===== config.mk =====
export PLATFORM = sky130hd
export DESIGN_NAME = seg7_pair_decoder_flat
export DESIGN_NICKNAME = d
export VERILOG_FILES = /design/src/rtl/seg7_pair_decoder_if.sv /design/src/rtl/seg7_pair_decoder.sv /design/src/flat_wrapper.sv
export SDC_FILE = /design/constraint.sdc
export NUM_CORES = 1
export LEC_CHECK = 0
export BUFFER_PORTS_ARGS = -buffer_cell sky130_fd_sc_hd__buf_2
export CAP_MARGIN = 20
export CELL_PAD_IN_SITES_DETAIL_PLACEMENT = 1
export CELL_PAD_IN_SITES_GLOBAL_PLACEMENT = 1
export CORE_MARGIN = 2
export CORE_UTILIZATION = 25
export CTS_CLUSTER_SIZE = 10
export DETAILED_ROUTE_END_ITERATION = 12
export GPL_TIMING_DRIVEN = 1
export PLACE_DENSITY = 0.47
export SLEW_MARGIN = 25
export SYNTH_ARGS = -nofsm -noshare
export SYNTH_HDL_FRONTEND = slang
export SYNTH_SLANG_ARGS = --single-unit

===== constraint.sdc =====
create_clock -name i_clk -period 9.9 [get_ports i_clk]
set_clock_uncertainty 0.15 [all_clocks]
set_input_delay 0 -clock i_clk [delete_from_list [all_inputs] [get_ports i_clk]]
set_output_delay 0 -clock i_clk [all_outputs]
set_load 0.02 [all_outputs]

===== src/rtl/seg7_pair_decoder_if.sv =====
// Display-bus loopback link: active-low digit pair in, decoded reading out with valid/ready.
// The master drives the segment patterns and rdy; the slave returns the decoded value and status.
interface seg7_pair_decoder_if #(
    parameter int VALUE_W = 5
);
    logic [6:0]         hex_tens;
    logic [6:0]         hex_ones;
    logic               rdy;
    logic [VALUE_W-1:0] value_dat;
    logic               vld;
    logic               err;
    logic               overrun;

    modport master (
        output hex_tens, hex_ones, rdy,
        input  value_dat, vld, err, overrun
    );

    modport slave (
        input  hex_tens, hex_ones, rdy,
        output value_dat, vld, err, overrun
    );
endinterface


===== src/rtl/seg7_pair_decoder.sv =====
// Debounces and decodes a two-digit active-low 7-seg pair (0..19); latency STABLE_CYCLES+1 edges.
// Each new settled reading is held on vld until rdy; input changes while holding set sticky overrun.
module seg7_pair_decoder #(
    parameter int STABLE_CYCLES = 4,
    parameter int MAX_VALUE     = 19,
    parameter int VALUE_W       = 5
) (
    input  logic               i_clk,
    input  logic               i_rst,
    seg7_pair_decoder_if.slave io_bus
);
    localparam int CNT_W = $clog2(STABLE_CYCLES + 1);
    localparam logic [CNT_W-1:0] STABLE_CNT = CNT_W'(STABLE_CYCLES);
    localparam logic [6:0]       MAX_SUM    = 7'(MAX_VALUE);
    localparam logic [13:0]      BLANK_PAIR = {7'h7F, 7'h7F};

    localparam logic [1:0] ST_WAIT   = 2'd0;
    localparam logic [1:0] ST_SETTLE = 2'd1;
    localparam logic [1:0] ST_HOLD   = 2'd2;

    logic [1:0]         r_state;
    logic [13:0]        r_sample;
    logic [13:0]        r_last_pair;
    logic [CNT_W-1:0]   r_cnt;
    logic [VALUE_W-1:0] r_value;
    logic               r_valid;
    logic               r_error;
    logic               r_overrun;

    logic [13:0] w_pair;
    logic [4:0]  w_tens_dec;
    logic [4:0]  w_ones_dec;
    logic [6:0]  w_sum;
    logic        w_legal;

    // Returns {legal, digit}; only the canonical glyphs are accepted.
    function automatic logic [4:0] f_decode(input logic [6:0] pat);
        logic [4:0] res;
        case (pat)
            7'h40:   res = {1'b1, 4'd0};
            7'h79:   res = {1'b1, 4'd1};
            7'h24:   res = {1'b1, 4'd2};
            7'h30:   res = {1'b1, 4'd3};
            7'h19:   res = {1'b1, 4'd4};
            7'h12:   res = {1'b1, 4'd5};
            7'h02:   res = {1'b1, 4'd6};
            7'h78:   res = {1'b1, 4'd7};
            7'h00:   res = {1'b1, 4'd8};
            7'h10:   res = {1'b1, 4'd9};
            default: res = 5'd0;
        endcase
        return res;
    endfunction

    assign w_pair     = {io_bus.hex_tens, io_bus.hex_ones};
    assign w_tens_dec = f_decode(r_sample[13:7]);
    assign w_ones_dec = f_decode(r_sample[6:0]);
    assign w_sum      = ({3'd0, w_tens_dec[3:0]} * 7'd10) + {3'd0, w_ones_dec[3:0]};
    assign w_legal    = w_tens_dec[4] & w_ones_dec[4] & (w_sum <= MAX_SUM);

    always_ff @(posedge i_clk or posedge i_rst) begin
        if (i_rst) begin
            r_state     <= ST_WAIT;
            r_sample    <= BLANK_PAIR;
            r_last_pair <= BLANK_PAIR;
            r_cnt       <= '0;
            r_value     <= '0;
            r_valid     <= 1'b0;
            r_error     <= 1'b0;
            r_overrun   <= 1'b0;
        end else begin
            r_error <= 1'b0;
            case (r_state)
                ST_WAIT: begin
                    if (w_pair != r_last_pair) begin
                        r_sample <= w_pair;
                        r_cnt    <= CNT_W'(1);
                        r_state  <= ST_SETTLE;
                    end
                end
                ST_SETTLE: begin
                    if (r_cnt < STABLE_CNT) begin
                        if (w_pair != r_sample) begin
                            r_sample <= w_pair;
                            r_cnt    <= CNT_W'(1);
                        end else begin
                            r_cnt <= r_cnt + 1'b1;
                        end
                    end else begin
                        r_last_pair <= r_sample;
                        // A glitch that settles back onto the last reported pair is not news.
                        if (r_sample == r_last_pair) begin
                            r_state <= ST_WAIT;
                        end else if (w_legal) begin
                            r_value <= VALUE_W'(w_sum);
                            r_valid <= 1'b1;
                            r_state <= ST_HOLD;
                        end else begin
                            r_error <= 1'b1;
                            r_state <= ST_WAIT;
                        end
                    end
                end
                ST_HOLD: begin
                    if (w_pair != r_last_pair) begin
                        r_overrun <= 1'b1;
                    end
                    if (io_bus.rdy) begin
                        r_valid <= 1'b0;
                        r_state <= ST_WAIT;
                    end
                end
                default: r_state <= ST_WAIT;
            endcase
        end
    end

    assign io_bus.value_dat = r_value;
    assign io_bus.vld       = r_valid;
    assign io_bus.err       = r_error;
    assign io_bus.overrun   = r_overrun;
endmodule


===== src/flat_wrapper.sv =====
// flat-port wrapper written by rule: the top's interface ports become plain ports
module seg7_pair_decoder_flat 
#(
    parameter int STABLE_CYCLES = 4,
    parameter int MAX_VALUE     = 19,
    parameter int VALUE_W       = 5
)
  (i_clk, i_rst, io_bus_hex_tens, io_bus_hex_ones, io_bus_rdy, io_bus_value_dat, io_bus_vld, io_bus_err, io_bus_overrun);
  seg7_pair_decoder_if #(.VALUE_W(VALUE_W)) io_bus_i ();
  input  logic i_clk;
  input  logic i_rst;
  input wire logic [$bits(io_bus_i.hex_tens)-1:0] io_bus_hex_tens;
  input wire logic [$bits(io_bus_i.hex_ones)-1:0] io_bus_hex_ones;
  input wire logic [$bits(io_bus_i.rdy)-1:0] io_bus_rdy;
  output wire logic [$bits(io_bus_i.value_dat)-1:0] io_bus_value_dat;
  output wire logic [$bits(io_bus_i.vld)-1:0] io_bus_vld;
  output wire logic [$bits(io_bus_i.err)-1:0] io_bus_err;
  output wire logic [$bits(io_bus_i.overrun)-1:0] io_bus_overrun;
  assign io_bus_i.hex_tens = io_bus_hex_tens;
  assign io_bus_i.hex_ones = io_bus_hex_ones;
  assign io_bus_i.rdy = io_bus_rdy;
  assign io_bus_value_dat = io_bus_i.value_dat;
  assign io_bus_vld = io_bus_i.vld;
  assign io_bus_err = io_bus_i.err;
  assign io_bus_overrun = io_bus_i.overrun;
  seg7_pair_decoder #(.STABLE_CYCLES(STABLE_CYCLES), .MAX_VALUE(MAX_VALUE), .VALUE_W(VALUE_W)) u_core (.i_clk(i_clk), .i_rst(i_rst), .io_bus(io_bus_i));
endmodule

=== Word level (Yosys, flattened, before mapping) ===
Cells that the tools add are included.

* Logic and storage cells: 84
* Input bits: 17
* Output and inout bits: 8
* Register bits after elaboration: 41

* Add/subtract/negate cells: 2
* Eq/ne operators: 30
* $mul: 1
* Bitwise gates (word level): 4
* Mux-type cells: 25
* $lt $le $gt $ge: 2
* Reduce and logical (&&, ||, !) cells: 12

{| class="wikitable"
|+ Operators with widths
! operator !! count
|-
| $pmux W5 S10 || 2
|-
| $eq A7 B5 Y1 const B || 6
|-
| $eq A7 B7 Y1 const B || 6
|-
| $mux W14 || 3
|-
| $eq A7 B6 Y1 const B || 4
|-
| $ne A14 B14 Y1 || 2
|-
| $pmux W14 S2 || 1
|-
| $eq A14 B14 Y1 || 1
|-
| $eq A7 B2 Y1 const B || 2
|-
| $logic_not A7 Y1 || 2
|-
| $mux W2 || 5
|-
| $mux W3 || 3
|-
| $mux W1 || 8
|-
| $ne A2 B1 Y1 const B || 4
|-
| $reduce_and A4 Y1 || 2
|-
| $add A7 B4 Y7 || 1
|-
| $le A7 B5 Y1 const B || 1
|-
| $mul A4 B3 Y6 const B || 1
|-
| $ne A2 B2 Y1 const B || 3
|-
| $pmux W2 S3 || 1
|-
| $pmux W3 S2 || 1
|-
| $reduce_and A3 Y1 || 2
|-
| $reduce_and A5 Y1 || 1
|-
| $reduce_and A2 Y1 || 2
|-
| other kinds (9) || 12
|}

=== Longest topological paths before layout ===
Gate-level depths: netlist of the first run.

* Depth in word-level cells: 10
* Mapped depth: 14
* Gate-level depth less buffers: 13

=== Worst setup path after synthesis of the first run ===
OpenSTA, ideal clock, no wires.

* Path type: register to register
* Start point: register u_core.r_sample[9]
* End point: register u_core.r_value[0], in the netlist u_core.io_bus.value_dat[0]
* Setup time: 125 ps
* Stages on the path, launching flop included: 14
* Data arrival time: 3814 ps
* Buffers on the path: 1
* Setup slack: 5811 ps
* Required time: 9625 ps
* Clock period less this slack: 4089 ps
* Path through: dfstp_2 > buf_6 > or4_4 > or3b_1 > o22ai_1 > ha_1 > ha_1 > inv_1 > fa_1 > nor4_1 > o311ai_0 > o21a_1 > nor4_4 > mux2_2

* Longest elaborated chain between the ends: 7
* Elaborated cells on any way between the ends: 19
* Classes of those cells: add/sub: 1; mul: 1; order compare: 1; eq/ne: 10; mux: 1; bitwise: 3; reduce/logical: 2

{| class="wikitable"
|+ Ends and longest elaborated chain
! element !! line !! RTL
|-
| from (decl) || seg7_pair_decoder.sv:22 || <nowiki>logic [13:0] r_sample;</nowiki>
|-
| from (signal assigned) || seg7_pair_decoder.sv:76 || <nowiki>r_sample <= w_pair;</nowiki>
|-
| from (signal assigned) || seg7_pair_decoder.sv:84 || <nowiki>r_sample <= w_pair;</nowiki>
|-
| $eq A7 B5 Y1, or another cell as far along || seg7_pair_decoder.sv:39 || <nowiki>case (pat)</nowiki>
|-
| $pmux W5 S10 || seg7_pair_decoder.sv:39 ||
|-
| $mul A4 B3 Y6 || seg7_pair_decoder.sv:58 || <nowiki>assign w_sum = ({3'd0, w_tens_dec[3:0]} * 7'd10) + {3'd0, w_ones_dec[3:0]};</nowiki>
|-
| $add A7 B4 Y7 || seg7_pair_decoder.sv:58 ||
|-
| $le A7 B5 Y1 || seg7_pair_decoder.sv:59 || <nowiki>assign w_legal = w_tens_dec[4] & w_ones_dec[4] & (w_sum <= MAX_SUM);</nowiki>
|-
| $and A1 B1 Y1 || seg7_pair_decoder.sv:59 ||
|-
| $reduce_and A4 Y1 (no line) (*) || n/a ||
|-
| to (signal assigned) || seg7_pair_decoder.sv:95 || <nowiki>r_value <= VALUE_W'(w_sum);</nowiki>
|-
| to (decl) || seg7_pair_decoder.sv:25 || <nowiki>logic [VALUE_W-1:0] r_value;</nowiki>
|}

Mark *: on every way between the ends. The rest lies on a longest branch, timed or not.
A chain may end at the register's enable or synchronous reset.

=== Worst setup path after layout of the first run ===
* Start point: register u_core.r_sample[9]
* End point: register u_core.r_value[4], in the netlist u_core.io_bus.value_dat[4]

* Longest elaborated chain between the ends: 7
* Elaborated cells on any way between the ends: 19
* Classes of those cells: add/sub: 1; mul: 1; order compare: 1; eq/ne: 10; mux: 1; bitwise: 3; reduce/logical: 2

{| class="wikitable"
|+ Ends and longest elaborated chain
! element !! line
|-
| $eq A7 B5 Y1, or another cell as far along || seg7_pair_decoder.sv:39
|-
| $pmux W5 S10 || seg7_pair_decoder.sv:39
|-
| $mul A4 B3 Y6 || seg7_pair_decoder.sv:58
|-
| $add A7 B4 Y7 || seg7_pair_decoder.sv:58
|-
| $le A7 B5 Y1 || seg7_pair_decoder.sv:59
|-
| $and A1 B1 Y1 || seg7_pair_decoder.sv:59
|-
| $reduce_and A4 Y1 (no line) || n/a
|}

Several ways; a longest one is shown, not always the timed one.

==> impl_metrics.py, run 1 <==
metrics = {
    "outcome": {
        "status": "complete, no violations",
    },
    "finish": {
        "multi_input_area_sq_um": 1570,
        "drive_above_1_share_pct": 33.9,
        "fin_area_sq_um": 3240,
        "diodes": 0,
        "seqCellArea_sq_um": 1060,
        "area_growth_pct": 17.0,
        "nFillCells": 1230,
        "nets": 323,
    },
    "power_and_ir_drop": {
        "power_density_nw_per_um2": 104,
        "power_w": 0.000338,
        "ir_drop_mv": 0.0485,
        "power.leakage_nw": 1.35,
    },
    "drt": {
        "avgRoutedWirePerCell_um": 16.2,
        "first_pass_iters": 4,
        "vias": 2014,
        "final_antenna_net_count": 0,
        "via_per_inst": 4.60,
        "drc_errors": 0,
        "finalWirelength_um": 7110,
        "drt_iter0_markers": 25,
    },
    "floorplan": {
        "initial_utilization_pct": 25.6,
        "die_h_um": 109,
        "fp.coreArea_sq_um": 10800,
        "die_area_sq_um": 11900,
        "pin_count": 25,
        "die_x_um": 109,
        "num_rows": 38,
    },
    "sta": {
        "fin_crit_ns": 4.43,
        "max_freq_mhz": 226,
        "rsz0062_at_grt": "false",
        "holdWs_ns": 0.240,
        "setup_tns_ns": 0,
        "slew_violations": 0,
        "fin_ws_ns": 5.47,
        "max_slew.worst_pin.slew_ns": 0.777,
        "hold_violations": 0,
        "min_period_over_period_pct": 44.7,
        "setup_viol": 0,
        "slew_headroom_pct": 48.0,
    },
    "yosys": {
        "netlist_area_sq_um": 2770,
        "synth_top_family_by_area": "XOR/XNOR gates",
        "ys_ff_latch": 41,
        "ys_top_cells_by_area": "dfstp_2 27%, mux2_2 12%, dfrtp_1 12%, xor2_1 10%, xnor2_1 4.1%",
        "synth_common_cells": "33 x xor2_1, 30 x mux2_2, 28 x dfstp_2, 16 x inv_1, 14 x nor2_1",
        "synth_compound_area_share_pct": 10.7,
        "synth_fp_nets": 292,
        "synth.largest_area_cell": "dfstp_2",
        "yosys_warnings": 0,
        "synth.distinct_cells": 55,
        "synthDominantCellAreaShare_pct": 26.6,
        "yosysMostFrequentCell": "xor2_1",
        "synth-simple-area-share_pct": 13.5,
        "synth_edf_count": 0,
        "ys_seq_area_share_pct": 38.4,
        "synth_fa_ha_area_share_pct": 4.62,
        "synth_xor_area_share_pct": 14.6,
        "netlist_instances": 266,
        "async_reset_ff_share_pct": 100,
        "synth_ff_type": "dfstp_2",
        "muxShareOfSynthArea_pct": 13.3,
        "syn_area_per_cell_sq_um": 10.4,
    },
    "global_routing": {
        "grt_max_degree": 42,
        "antenna_found_initial": 0,
        "grt_pass1_vias": 2185,
        "grt_overflow": 0,
        "grt_pass1_wl_um": 11700,
        "grt.total_usage_pct": 13.2,
    },
    "place": {
        "routabilityCongestion": 0.722,
        "hpwl_um": 5250,
        "dp_slack_ns": 5.43,
        "port_buffers": 24,
        "placed_area_sq_um": 2990,
    },
    "worst_setup_path": {
        "critPathKind": "reg2reg",
        "start_kind": "register",
        "worstSetupEndpointType": "register",
        "critPathMaxFanout": 9,
        "cp.required_ns": 9.94,
        "cp_data_arrival_time_ns": 4.47,
    },
    "clock_network": {
        "insertion_delay_ns": 0.30,
        "post_cts_resized": 0,
        "cts_sinks": 41,
        "clockBufferDepth": 2,
        "clockRootBuffer": "clkbuf_8",
        "clk_pin_slew_ns": 0.09,
        "h-tree-depth": 2,
        "cts_buffers": 5,
        "cts_tree": "yes",
    },
    "hold_path": {
        "hold_class": "in2async",
    },
    "run": {
        "cap_viol_max_count": 0,
    },
}
-- final timing paths --
check | slack (ns) | startpoint | cells after the start | end
max | 5.47 | u_core.r_sample[9] | 12 | u_core.io_bus.value_dat[4]
min | 0.24 | i_rst | 4 | u_core.r_cnt[2]
max reg2reg | 5.47 | u_core.r_sample[9] | 12 | u_core.io_bus.value_dat[4]
min reg2reg | 0.33 | u_core.io_bus.overrun | 1 | u_core.io_bus.overrun
max in group asynchronous | 8.98 | i_rst | 4 | u_core.r_sample[4]
min in group i_clk | 0.33 | u_core.io_bus.overrun | 1 | u_core.io_bus.overrun
-- critical path, cell delays in order (launching register included) --
cell and delay (ns):
dfstp_2 0.43, or4_4 0.57, or3b_1 0.42, o22ai_1 0.29, ha_1 0.19, ha_1 0.14
inv_1 0.05, fa_1 0.37, nor4_1 0.42, o311ai_0 0.18, o21a_1 0.17, nor4_4 0.53
mux2_2 0.39
-- per-stage QoR --
stage,util [%],cells
after global placement,27.7,414
after CTS,30.0,438
final,30.0,438
after floorplan,-,266
after detailed placement,27.7,414
after global routing,30.0,438
-- per-layer routing --
metal / wire, um / track usage, % / up-vias
met2: 3500 / 22.7 / 20
met1: 3390 / 17.1 / 999
met4: 76 / 3.25 / 0
li1: - / - / 988
met5: 0 / 0 / -
met3: 142 / 2.33 / 7
-- repair_timing --
| action | in CTS | in global routing |
|---|---|---|
| hold buffers | 16 | 0 |
| setup buffers | 0 | 0 |
| hold endpoints to repair | 29 | 0 |
-- sequential cells by signal (all words and copies together) (netlist names) --
| signal | cells |
|---|---|
| u_core.r_last_pair | 14 |
| u_core.r_sample | 14 |
| u_core.io_bus.value_dat | 5 |
| u_core.r_cnt | 3 |
| u_core.r_state | 2 |
| u_core.io_bus.err | 1 |
| u_core.io_bus.overrun | 1 |
| u_core.io_bus.vld | 1 |
-- logic make-up (layout without fill, tap and decap cells) --
group / after synthesis / count (layout)
compound gates: 39 / 39
xor+xnor: 46 / 46
flops: 41 / 41
fa+ha+maj: 9 / 9
buf+inv: 33 / 65
mux: 33 / 33
simple gates: 65 / 65
-- placed cells by master, fill, tap and decap left out, types with 3 or more instances in the layout --
master	count
a21oi_1	8
buf_2	24
clkbuf_8	5
dfrtp_1	13
dfstp_2	28
dlygate4sd3_1	16
ha_1	7
inv_1	15
mux2_2	30
mux2i_1	3
nand2_1	11
nand3_1	4
nand4_1	4
nor2_1	14
nor3_1	4
nor4_1	7
o21ai_0	9
xnor2_1	13
xor2_1	33
-- area by class of cell --
cell class	instances	share of cell area (%)
repair buffers	41	8.89
inverters	16	1.86
multi-input cells	192	48.5
well taps	140	5.41
clock buffers	7	2.36
clock inverters	1	0.232
flip-flops and latches	41	32.8
-- power breakdown --
part	internal [W]	total (W)	switching, W
Clock	0.0000501	0.000115	0.0000649
Combinational	0.0000199	0.0000393	0.0000194
Sequential	0.000173	0.000183	0.0000101
Total	0.000243	0.000338	0.0000944
Power figures use the tool's default switching activity.
==> run 2: changes to the inputs <==
Clock period 9.9 ns to 4.4 ns, I/O delays scaled along.
==> impl_metrics.py, run 2 (synthesized netlist as in run 1, its figures left out) <==
metrics = {
    "worst_setup_path": {
        "cp_data_arrival_time_ns": 4.13,
        "worstSetupEndpointType": "register",
        "start_kind": "register",
        "cp.required_ns": 4.43,
        "critPathMaxFanout": 4,
        "critPathKind": "reg2reg",
    },
    "sta": {
        "setup_viol": 0,
        "hold_violations": 0,
        "rsz0062_at_grt": "false",
        "fin_crit_ns": 4.09,
        "slew_headroom_pct": 47.4,
        "max_freq_mhz": 244,
        "slew_violations": 0,
        "holdWs_ns": 0.223,
        "setup_tns_ns": 0,
        "min_period_over_period_pct": 93.0,
        "max_slew.worst_pin.slew_ns": 0.787,
    },
    "drt": {
        "via_per_inst": 4.71,
        "drt_iter0_markers": 47,
        "first_pass_iters": 4,
        "drc_errors": 0,
        "finalWirelength_um": 7230,
        "final_antenna_net_count": 0,
        "vias": 2094,
        "avgRoutedWirePerCell_um": 16.2,
    },
    "floorplan": {
        "num_rows": 38,
        "fp.coreArea_sq_um": 10800,
        "die_x_um": 109,
        "pin_count": 25,
        "initial_utilization_pct": 25.6,
        "die_h_um": 109,
        "die_area_sq_um": 11900,
    },
    "finish": {
        "diodes": 0,
        "nets": 330,
        "area_growth_pct": 19.5,
        "drive_above_1_share_pct": 36.1,
        "final_cell_mix": "33 x xor2_1, 30 x mux2_2, 28 x dfstp_2, 24 x buf_2, 16 x dlygate4sd3_1",
        "layout_commonest_cell": "xor2_1",
        "nFillCells": 1222,
    },
    "power_and_ir_drop": {
        "power_density_nw_per_um2": 236,
        "p_int_w": 0.000566,
        "swShare_pct": 27.4,
        "power.leakage_nw": 1.39,
        "clockPowerShare_pct": 35.1,
        "ir_drop_mv": 0.0975,
        "pwr-share-comb_pct": 12.8,
        "seqPwrFrac_pct": 52.1,
        "switchingPower_w": 0.000213,
    },
    "clock_network": {
        "h-tree-depth": 2,
        "clk_pin_slew_ns": 0.09,
        "clockBufferDepth": 2,
        "cts_sinks": 41,
        "cts_buffers": 5,
        "insertion_delay_ns": 0.30,
        "clockRootBuffer": "clkbuf_8",
        "cts_tree": "yes",
    },
    "place": {
        "port_buffers": 24,
        "routabilityCongestion": 0.718,
        "hpwl_um": 5340,
    },
    "global_routing": {
        "grt_overflow": 0,
        "grt.total_usage_pct": 13.4,
        "grt_pass1_vias": 2262,
        "antenna_found_initial": 0,
        "grt_pass1_wl_um": 12100,
        "grt_max_degree": 42,
    },
    "run": {
        "cap_viol_max_count": 0,
    },
    "outcome": {
        "status": "complete, no violations",
    },
    "hold_path": {
        "hold_class": "in2async",
    },
}
run 2: cell count changes in the layout (fill, tap and decap cells not counted), sizes merged:
| cell | previous run | this run |
|---|---|---|
| buf | 25 | 32 |
run 2: timing repair:
action / CTS / global route
hold endpoints to repair: 29 / 0
resized for setup: 0 / 1
hold buffers: 16 / 0
setup endpoints to repair: 0 / 5
buffers inserted: 0 / 0
run 2: metrics by stage:
step	setup slack (ns)	power [W]	instance area [sq um]	std cells	util, %
3_3_place_gp	0.301	0.000503	3040	421	28.2
6_report	0.308	0.000780	3300	445	30.6
3_5_place_dp	0.181	0.000503	3040	421	28.2
5_1_grt	0.0467	0.000830	3300	445	30.6
4_1_cts	0.179	0.000795	3300	445	30.6
2_1_floorplan	0.311	0.000466	2770	266	-
run 2: area by class of cell:
cell class / count / area [sq um] / area share (%)
clock buffer: 7 / 86.3 / 2.61
tap: 140 / 175 / 5.30
sequential: 41 / 1060 / 32.1
inverter: 16 / 60.1 / 1.82
clock inverter: 1 / 7.51 / 0.227
timing repair buffer: 48 / 340 / 10.3
multi-input combinational: 192 / 1570 / 47.6
run 2: power by group through the flow:
stage | Clock (W) | Combinational, W | Sequential, W
after floorplan | 0 | 0.0000672 | 0.000399
after global placement | 0 | 0.0000911 | 0.000412
after detailed placement | 0 | 0.0000910 | 0.000412
after CTS | 0.000287 | 0.000102 | 0.000406
after global routing | 0.000309 | 0.000113 | 0.000408
final | 0.000273 | 0.000100 | 0.000406
run 2: final timing paths:
check | startpoint | to | slack [ns] | depth (start not counted)
min in group i_clk | u_core.io_bus.overrun | u_core.io_bus.overrun | 0.32 | 1
hold reg to reg | u_core.io_bus.overrun | u_core.io_bus.overrun | 0.32 | 1
setup / recovery | u_core.r_sample[9] | u_core.io_bus.value_dat[4] | 0.31 | 12
max in group asynchronous | i_rst | u_core.r_sample[12] | 3.50 | 4
hold / removal | i_rst | u_core.r_cnt[2] | 0.22 | 4
setup reg to reg | u_core.r_sample[9] | u_core.io_bus.value_dat[4] | 0.31 | 12
run 2: critical path, cell delays in order (launching register included):
cell	delay (ns)
dfstp_2	0.38
or4_4	0.55
or3b_1	0.43
o22ai_1	0.27
ha_1	0.19
ha_1	0.15
inv_1	0.05
fa_1	0.39
nor4_2	0.32
o311ai_0	0.16
o21a_1	0.17
nor4_4	0.39
mux2_2	0.38
run 2: layer usage:
metal | global-route usage (%) | vias up | part of all wire [%]
met5 | 0 | - | 0
met4 | 3.98 | 0 | 1.6
met3 | 2.51 | 10 | 2.6
met2 | 22.4 | 27 | 48
met1 | 17.4 | 1050 | 48
li1 | - | 1007 | -
